--- src/rtl/selevy_gout_capture.sv ---
// ============================================================================
// Module   : selevy_gout_capture
// Purpose  : Reader end of the selevy GPIO output port. Synchronises the
//            core's gout bus and out_clk strobe into the CLK domain. On every
//            qualified out_clk rising edge it captures gout into a FIFO.
//            The FIFO is drained over a first-word-fall-through valid/ready
//            port. A sticky flag reports captures dropped while the FIFO was
//            full.
// Options  : GOUT_CAP_DEDUP_EN - when defined, skip a capture whose value
//            equals the last value actually written into the FIFO.
// Revision : 1.0 - initial release
// ============================================================================
`default_nettype none

module selevy_gout_capture #(
  parameter int DATA_W      = 4,
  parameter int DEPTH       = 8,
  parameter int SYNC_STAGES = 2
) (
  input  logic                     CLK,
  input  logic                     reset,
  input  logic [DATA_W-1:0]        gout,
  input  logic                     out_clk,
  output logic                     rd_valid,
  output logic [DATA_W-1:0]        rd_data,
  input  logic                     rd_ready,
  output logic [$clog2(DEPTH):0]   count,
  output logic                     overflow,
  input  logic                     ovf_clr
);

  localparam int AW = $clog2(DEPTH);
  localparam int CW = AW + 1;
  localparam logic [AW-1:0] C_PTR_ONE = AW'(1);
  localparam logic [CW-1:0] C_CNT_ONE = CW'(1);
  localparam logic [CW-1:0] C_CNT_FULL = CW'(DEPTH);

  // Synchroniser chains; gout and out_clk use identical depth so they stay aligned
  logic [SYNC_STAGES-1:0] oclk_sync_q;
  logic [DATA_W-1:0]      gout_sync_q [SYNC_STAGES];
  // Marks when the chains hold real samples rather than reset zeros
  logic [SYNC_STAGES-1:0] fill_q;

  logic              oclk_s_w;
  logic [DATA_W-1:0] gout_s_w;
  logic              sync_ok_w;

  // Edge detector state
  logic prev_q, prev_d;
  logic armed_q, armed_d;
  logic edge_w;
  logic push_req_w;

  // FIFO state
  logic [DATA_W-1:0] mem_q [DEPTH];
  logic [AW-1:0]     wr_ptr_q, wr_ptr_d;
  logic [AW-1:0]     rd_ptr_q, rd_ptr_d;
  logic [CW-1:0]     count_q, count_d;
  logic              overflow_q, overflow_d;

  logic full_w;
  logic pop_w;
  logic wr_en_w;
  logic drop_w;

  // Shift out_clk, gout and the fill marker through the synchroniser stages
  always_ff @(posedge CLK or posedge reset) begin
    if (reset) begin
      oclk_sync_q <= '0;
      fill_q      <= '0;
      for (int i = 0; i < SYNC_STAGES; i++) begin
        gout_sync_q[i] <= '0;
      end
    end else begin
      oclk_sync_q    <= {oclk_sync_q[SYNC_STAGES-2:0], out_clk};
      fill_q         <= {fill_q[SYNC_STAGES-2:0], 1'b1};
      gout_sync_q[0] <= gout;
      for (int i = 1; i < SYNC_STAGES; i++) begin
        gout_sync_q[i] <= gout_sync_q[i-1];
      end
    end
  end

  assign oclk_s_w  = oclk_sync_q[SYNC_STAGES-1];
  assign gout_s_w  = gout_sync_q[SYNC_STAGES-1];
  assign sync_ok_w = fill_q[SYNC_STAGES-1];

  // Arm only after a genuine low has passed through the chain, so a strobe
  // held high across reset release never looks like a rising edge
  always_comb begin
    prev_d  = oclk_s_w;
    armed_d = armed_q | (sync_ok_w & ~oclk_s_w);
    edge_w  = sync_ok_w & oclk_s_w & ~prev_q & armed_q;
  end

  // Edge detector registers
  always_ff @(posedge CLK or posedge reset) begin
    if (reset) begin
      prev_q  <= 1'b0;
      armed_q <= 1'b0;
    end else begin
      prev_q  <= prev_d;
      armed_q <= armed_d;
    end
  end

`ifdef GOUT_CAP_DEDUP_EN
  logic [DATA_W-1:0] last_q;

  // Remember the last value that actually reached the FIFO
  always_ff @(posedge CLK or posedge reset) begin
    if (reset) begin
      last_q <= '0;
    end else if (wr_en_w) begin
      last_q <= gout_s_w;
    end
  end

  assign push_req_w = edge_w & (gout_s_w != last_q);
`else
  assign push_req_w = edge_w;
`endif

  assign full_w   = (count_q == C_CNT_FULL);
  assign rd_valid = (count_q != '0);
  assign pop_w    = rd_valid & rd_ready;
  // A pop frees the slot in the same cycle, so a full FIFO still accepts it
  assign wr_en_w  = push_req_w & (~full_w | pop_w);
  assign drop_w   = push_req_w & full_w & ~pop_w;

  // Next pointer, occupancy and overflow flag
  always_comb begin
    wr_ptr_d   = wr_ptr_q;
    rd_ptr_d   = rd_ptr_q;
    count_d    = count_q;
    overflow_d = overflow_q;
    if (wr_en_w) begin
      wr_ptr_d = wr_ptr_q + C_PTR_ONE;
    end
    if (pop_w) begin
      rd_ptr_d = rd_ptr_q + C_PTR_ONE;
    end
    case ({wr_en_w, pop_w})
      2'b10:   count_d = count_q + C_CNT_ONE;
      2'b01:   count_d = count_q - C_CNT_ONE;
      default: count_d = count_q;
    endcase
    if (drop_w) begin
      overflow_d = 1'b1;
    end else if (ovf_clr) begin
      overflow_d = 1'b0;
    end
  end

  // FIFO control registers
  always_ff @(posedge CLK or posedge reset) begin
    if (reset) begin
      wr_ptr_q   <= '0;
      rd_ptr_q   <= '0;
      count_q    <= '0;
      overflow_q <= 1'b0;
    end else begin
      wr_ptr_q   <= wr_ptr_d;
      rd_ptr_q   <= rd_ptr_d;
      count_q    <= count_d;
      overflow_q <= overflow_d;
    end
  end

  // FIFO storage; when full with a pop, the write lands in the slot being read
  always_ff @(posedge CLK or posedge reset) begin
    if (reset) begin
      for (int i = 0; i < DEPTH; i++) begin
        mem_q[i] <= '0;
      end
    end else if (wr_en_w) begin
      mem_q[wr_ptr_q] <= gout_s_w;
    end
  end

  assign rd_data  = rd_valid ? mem_q[rd_ptr_q] : '0;
  assign count    = count_q;
  assign overflow = overflow_q;

endmodule

`default_nettype wire
--- config.mk ---
export PLATFORM = sky130hd
export DESIGN_NAME = selevy_gout_capture
export DESIGN_NICKNAME = d
export VERILOG_FILES = /design/src/rtl/selevy_gout_capture.sv
export SDC_FILE = /design/constraint.sdc
export NUM_CORES = 1
export LEC_CHECK = 0
export ABC_AREA = 1
export ABC_CLOCK_PERIOD_IN_PS = 2450
export BUFFER_PORTS_ARGS = -buffer_cell sky130_fd_sc_hd__clkbuf_2
export CORE_ASPECT_RATIO = 1.25
export CORE_UTILIZATION = 50
export CTS_CLUSTER_DIAMETER = 100
export DETAILED_ROUTE_END_ITERATION = 10
export PLACE_DENSITY = 0.68
export SETUP_SLACK_MARGIN = 0.2
export SKIP_CTS_REPAIR_TIMING = 1
export SLEW_MARGIN = 20
export SYNTH_ARGS = -nofsm -noshare
export SYNTH_HDL_FRONTEND = slang
export SYNTH_SLANG_ARGS = --single-unit
--- constraint.sdc ---
create_clock -name CLK -period 2.45 [get_ports CLK]
set_input_delay 0.49 -clock CLK [delete_from_list [all_inputs] [get_ports CLK]]
set_output_delay 0.49 -clock CLK [all_outputs]
set_load 0.03 [all_outputs]
==> qor.txt <==
status: finished, final reports clean
Fmax: 0.441 GHz
antenna violations before repair: 0
GRT Overall Usage: 23.5%
cell family with most CP delay: buffers and inverters
I/O pin cnt: 19
Worst Path Required: 1.96 ns
Post-synth top flop: dfrtp_1
Peak VDD IR: 633 uV
sw power: 1.83 mW
Worst path max stage delay: 0.42 ns
clk buf depth: 2
Area growth, synth to finish: 19.1%
synth unique cells: 27
worst path buffer plus inverter count: 3
CTS tree: done
worst hold slack: 0.195 ns
max-cap violations: 0
Tot Pwr: 4.49 mW
clk_lat worst skew: 0.34 ns
synth top area cells: dfrtp_1 (54%), nand2_1 (13%), nand3_1 (6.6%), nor2_1 (4.8%), o21ai_0 (4.2%)
Reg power frac: 35.1%
Post-Syn Instances: 304
CP cell instances: clkinvlp_4 > buf_4 > o21ai_0 > o22ai_1 > nor2_1 > nor2_1 > buf_2
EDFF count, synth: 0
synthesized area: 2640 sq um
Global Route met2 Usage: 35.5%
CTS sink count: 57
fin util: 61.9%
Comb pwr share: 40.8%
CP Class: flop to output port
Post-Route WL: 6180 um
critical path startpoint category: flop
CP endpoint kind: output port
die extent in y: 83.3 um
antenna viol nets, final: 0
1st-pass router iterations: 4
global-route wire length before repair: 9490 um
Final Hold Viols: 0
wire per inst: 15.3 um
post-DP HPWL: 3840 um
drt via density: 5.33
H-Tree Depth: 3
die width: 67.0 um
Placer Congestion: 0.826
Yosys warnings: 0
global route hottest layer: met2
unrepaired setup endpoints after global routing: yes
max-slew violations: 0
fraction of layout cells with a size suffix above 1: 21.4%
met1 Use GR: 29.9%
register area share after synthesis: 54.0%
Tcrit/Tclk final: 92.6%
leak pwr: 1.64 nW
Int Pwr: 2.66 mW
CTS Root Cell: clkbuf_8
# setup viols final: 0
clock power share: 24.2%
clock slew at reported path FFs: 0.07 ns
Mapped Avg Cell Area: 8.69 sq um
cell row count: 29
Mapped Nets: 318
critical path's most frequent cell: nor2_1
nets@finish: 350
CTS Buf Count: 9
synthesized flop and latch total: 57
worst clock skew: 0.00852 ns
Relative slew margins: 58.8%
fillers: 458
DR DRC count: 0
pwr dens: 1430 nW/um^2
largest net degree at the start of global routing: 32
crit-path max FO: 5
number of global-route vias before repair: 1982
worst slew pin tran: 0.617 ns
fraction of registers with async set/reset: 100%
Starting Density: 52.0%
crit path DAT: 1.78 ns
total grt overflow: 0
met3 usage: 4.26%
min cycle time layout: 2.27 ns
Hold WC Path Type: input port to asynchronous set/reset pin
1st-iter DRT viols: 168
Sw Ratio: 40.7%
critical path's slowest cell: dfrtp_2
Core Region: 5080 sq um
Port Buffers: 18
Fin Setup TNS: 0 ns
largest area contributor in the netlist: dfrtp_1
Synth top area share: 54.0%
die footprint: 5580 sq um
# diodes: 0
DR vias: 2146
## cell usage in the layout, fill, tap and decap left out
master | Yosys | routed
clkinvlp_4 | 0 | 2
inv_1 | 16 | 14
bufinv_16 | 0 | 3
o211ai_1 | 4 | 4
dfrtp_2 | 0 | 6
nand3_1 | 35 | 35
nand2_4 | 5 | 5
conb_1 | 1 | 1
dfrtp_1 | 57 | 51
xor2_1 | 4 | 4
nor2_2 | 2 | 5
buf_12 | 0 | 1
nand2_1 | 92 | 91
buf_4 | 1 | 11
o21ai_1 | 0 | 4
nand2_2 | 0 | 1
clkbuf_4 | 0 | 1
clkbuf_1 | 2 | 1
nand3_2 | 1 | 1
nor3_1 | 1 | 1
clkbuf_8 | 0 | 10
buf_2 | 1 | 3
xnor2_1 | 3 | 3
clkinv_1 | 1 | 1
clkinv_2 | 0 | 1
nor2_4 | 2 | 3
buf_6 | 3 | 3
ha_2 | 0 | 1
clkbuf_2 | 3 | 14
inv_2 | 0 | 1
nand4_1 | 1 | 1
o21ai_0 | 22 | 18
o22ai_1 | 4 | 4
nor3_4 | 1 | 1
ha_1 | 5 | 4
nor2_1 | 34 | 30
a21oi_1 | 1 | 1
## per-stage QoR
step	cells	cell area (sq um)	worst slack, ns
2_1_floorplan	304	2640	0.243
3_3_place_gp	374	2760	0.392
4_1_cts	390	3010	0.124
5_1_grt	403	3150	0.159
6_report	403	3150	0.182
3_5_place_dp	374	2760	0.222
## cell usage after synthesis, drive strengths merged, types with 2 or more instances
library cell and count:
xor2 4, ha 5, nor2 38, clkbuf 5, xnor2 3, buf 7, o21ai 22, o211ai 4
nor3 2, o22ai 4, dfrtp 57, inv 16, nand3 36, nand2 97
## cell families after synthesis
family | Yosys count | synth area share [%]
adder cells (fa/ha/maj) | 5 | 2.37
other | 1 | 0.142
AO/OA/AOI/OAI | 31 | 6.44
AND/OR/NAND/NOR | 174 | 29.4
flip-flops | 57 | 54.0
buffers and inverters | 29 | 5.31
XOR/XNOR | 7 | 2.32
## path summary, 6_finish.rpt
path | slack (ns) | to | cells after the start | from
max reg2reg | 0.29 | count[2]$_DFFE_PP0P_ | 12 | count[0]$_DFFE_PP0P_
min in group CLK | 0.25 | gout_sync_q[5]$_DFF_PP0_ | 1 | gout[1]
min reg2reg | 0.35 | gout_s_w[3]$_DFF_PP0_ | 0 | gout_sync_q[7]$_DFF_PP0_
max | 0.18 | rd_data[1] | 7 | rd_ptr_q[0]$_DFFE_PP0P_
max in group asynchronous | 1.67 | count[1]$_DFFE_PP0P_ | 3 | reset
min | 0.20 | gout_sync_q[7]$_DFF_PP0_ | 2 | reset
## sequential cells by signal, summed over array words and instances (netlist names), 2 cells and up
signal / flops
count: 4
fill_q: 2
gout_s_w: 4
gout_sync_q: 4
mem_q: 32
oclk_sync_q: 2
rd_ptr_q: 3
wr_ptr_q: 3
## layout make-up
| class | instances | area, sq um | area share (%) |
|---|---|---|---|
| flip-flops and latches | 57 | 1430 | 45.6 |
| multi-input cells | 218 | 1090 | 34.8 |
| repair buffers | 33 | 229 | 7.28 |
| clock buffers | 11 | 141 | 4.49 |
| clock inverters | 5 | 103 | 3.26 |
| well taps | 62 | 77.6 | 2.47 |
| inverters | 17 | 67.6 | 2.15 |
## per-layer routing
layer / vias to the layer above / part of all wire (%)
met1: 1024 / 42
met5: - / 0
met3: 16 / 5.2
li1: 1039 / -
met2: 67 / 50
met4: 0 / 2.5
## worst reg2reg max path, stage by stage (launching register included)
cell	delay (ns)
dfrtp_2	0.47
nor2_4	0.16
nand2_2	0.12
nand2_1	0.11
inv_1	0.10
ha_2	0.22
nand2_1	0.07
inv_1	0.05
nor2_2	0.13
ha_1	0.21
a21oi_1	0.06
xor2_1	0.17
o21ai_0	0.20
## power by group through the flow
stage / Sequential [mW] / Clock, mW / Combinational [mW]
2_1_floorplan: 1.51 / 0 / 1.17
3_3_place_gp: 1.55 / 0 / 1.49
3_5_place_dp: 1.57 / 0 / 1.52
4_1_cts: 1.56 / 1.09 / 1.54
5_1_grt: 1.62 / 1.14 / 2.04
6_report: 1.58 / 1.09 / 1.83
No activity file was read; power rests on OpenSTA's default activity.
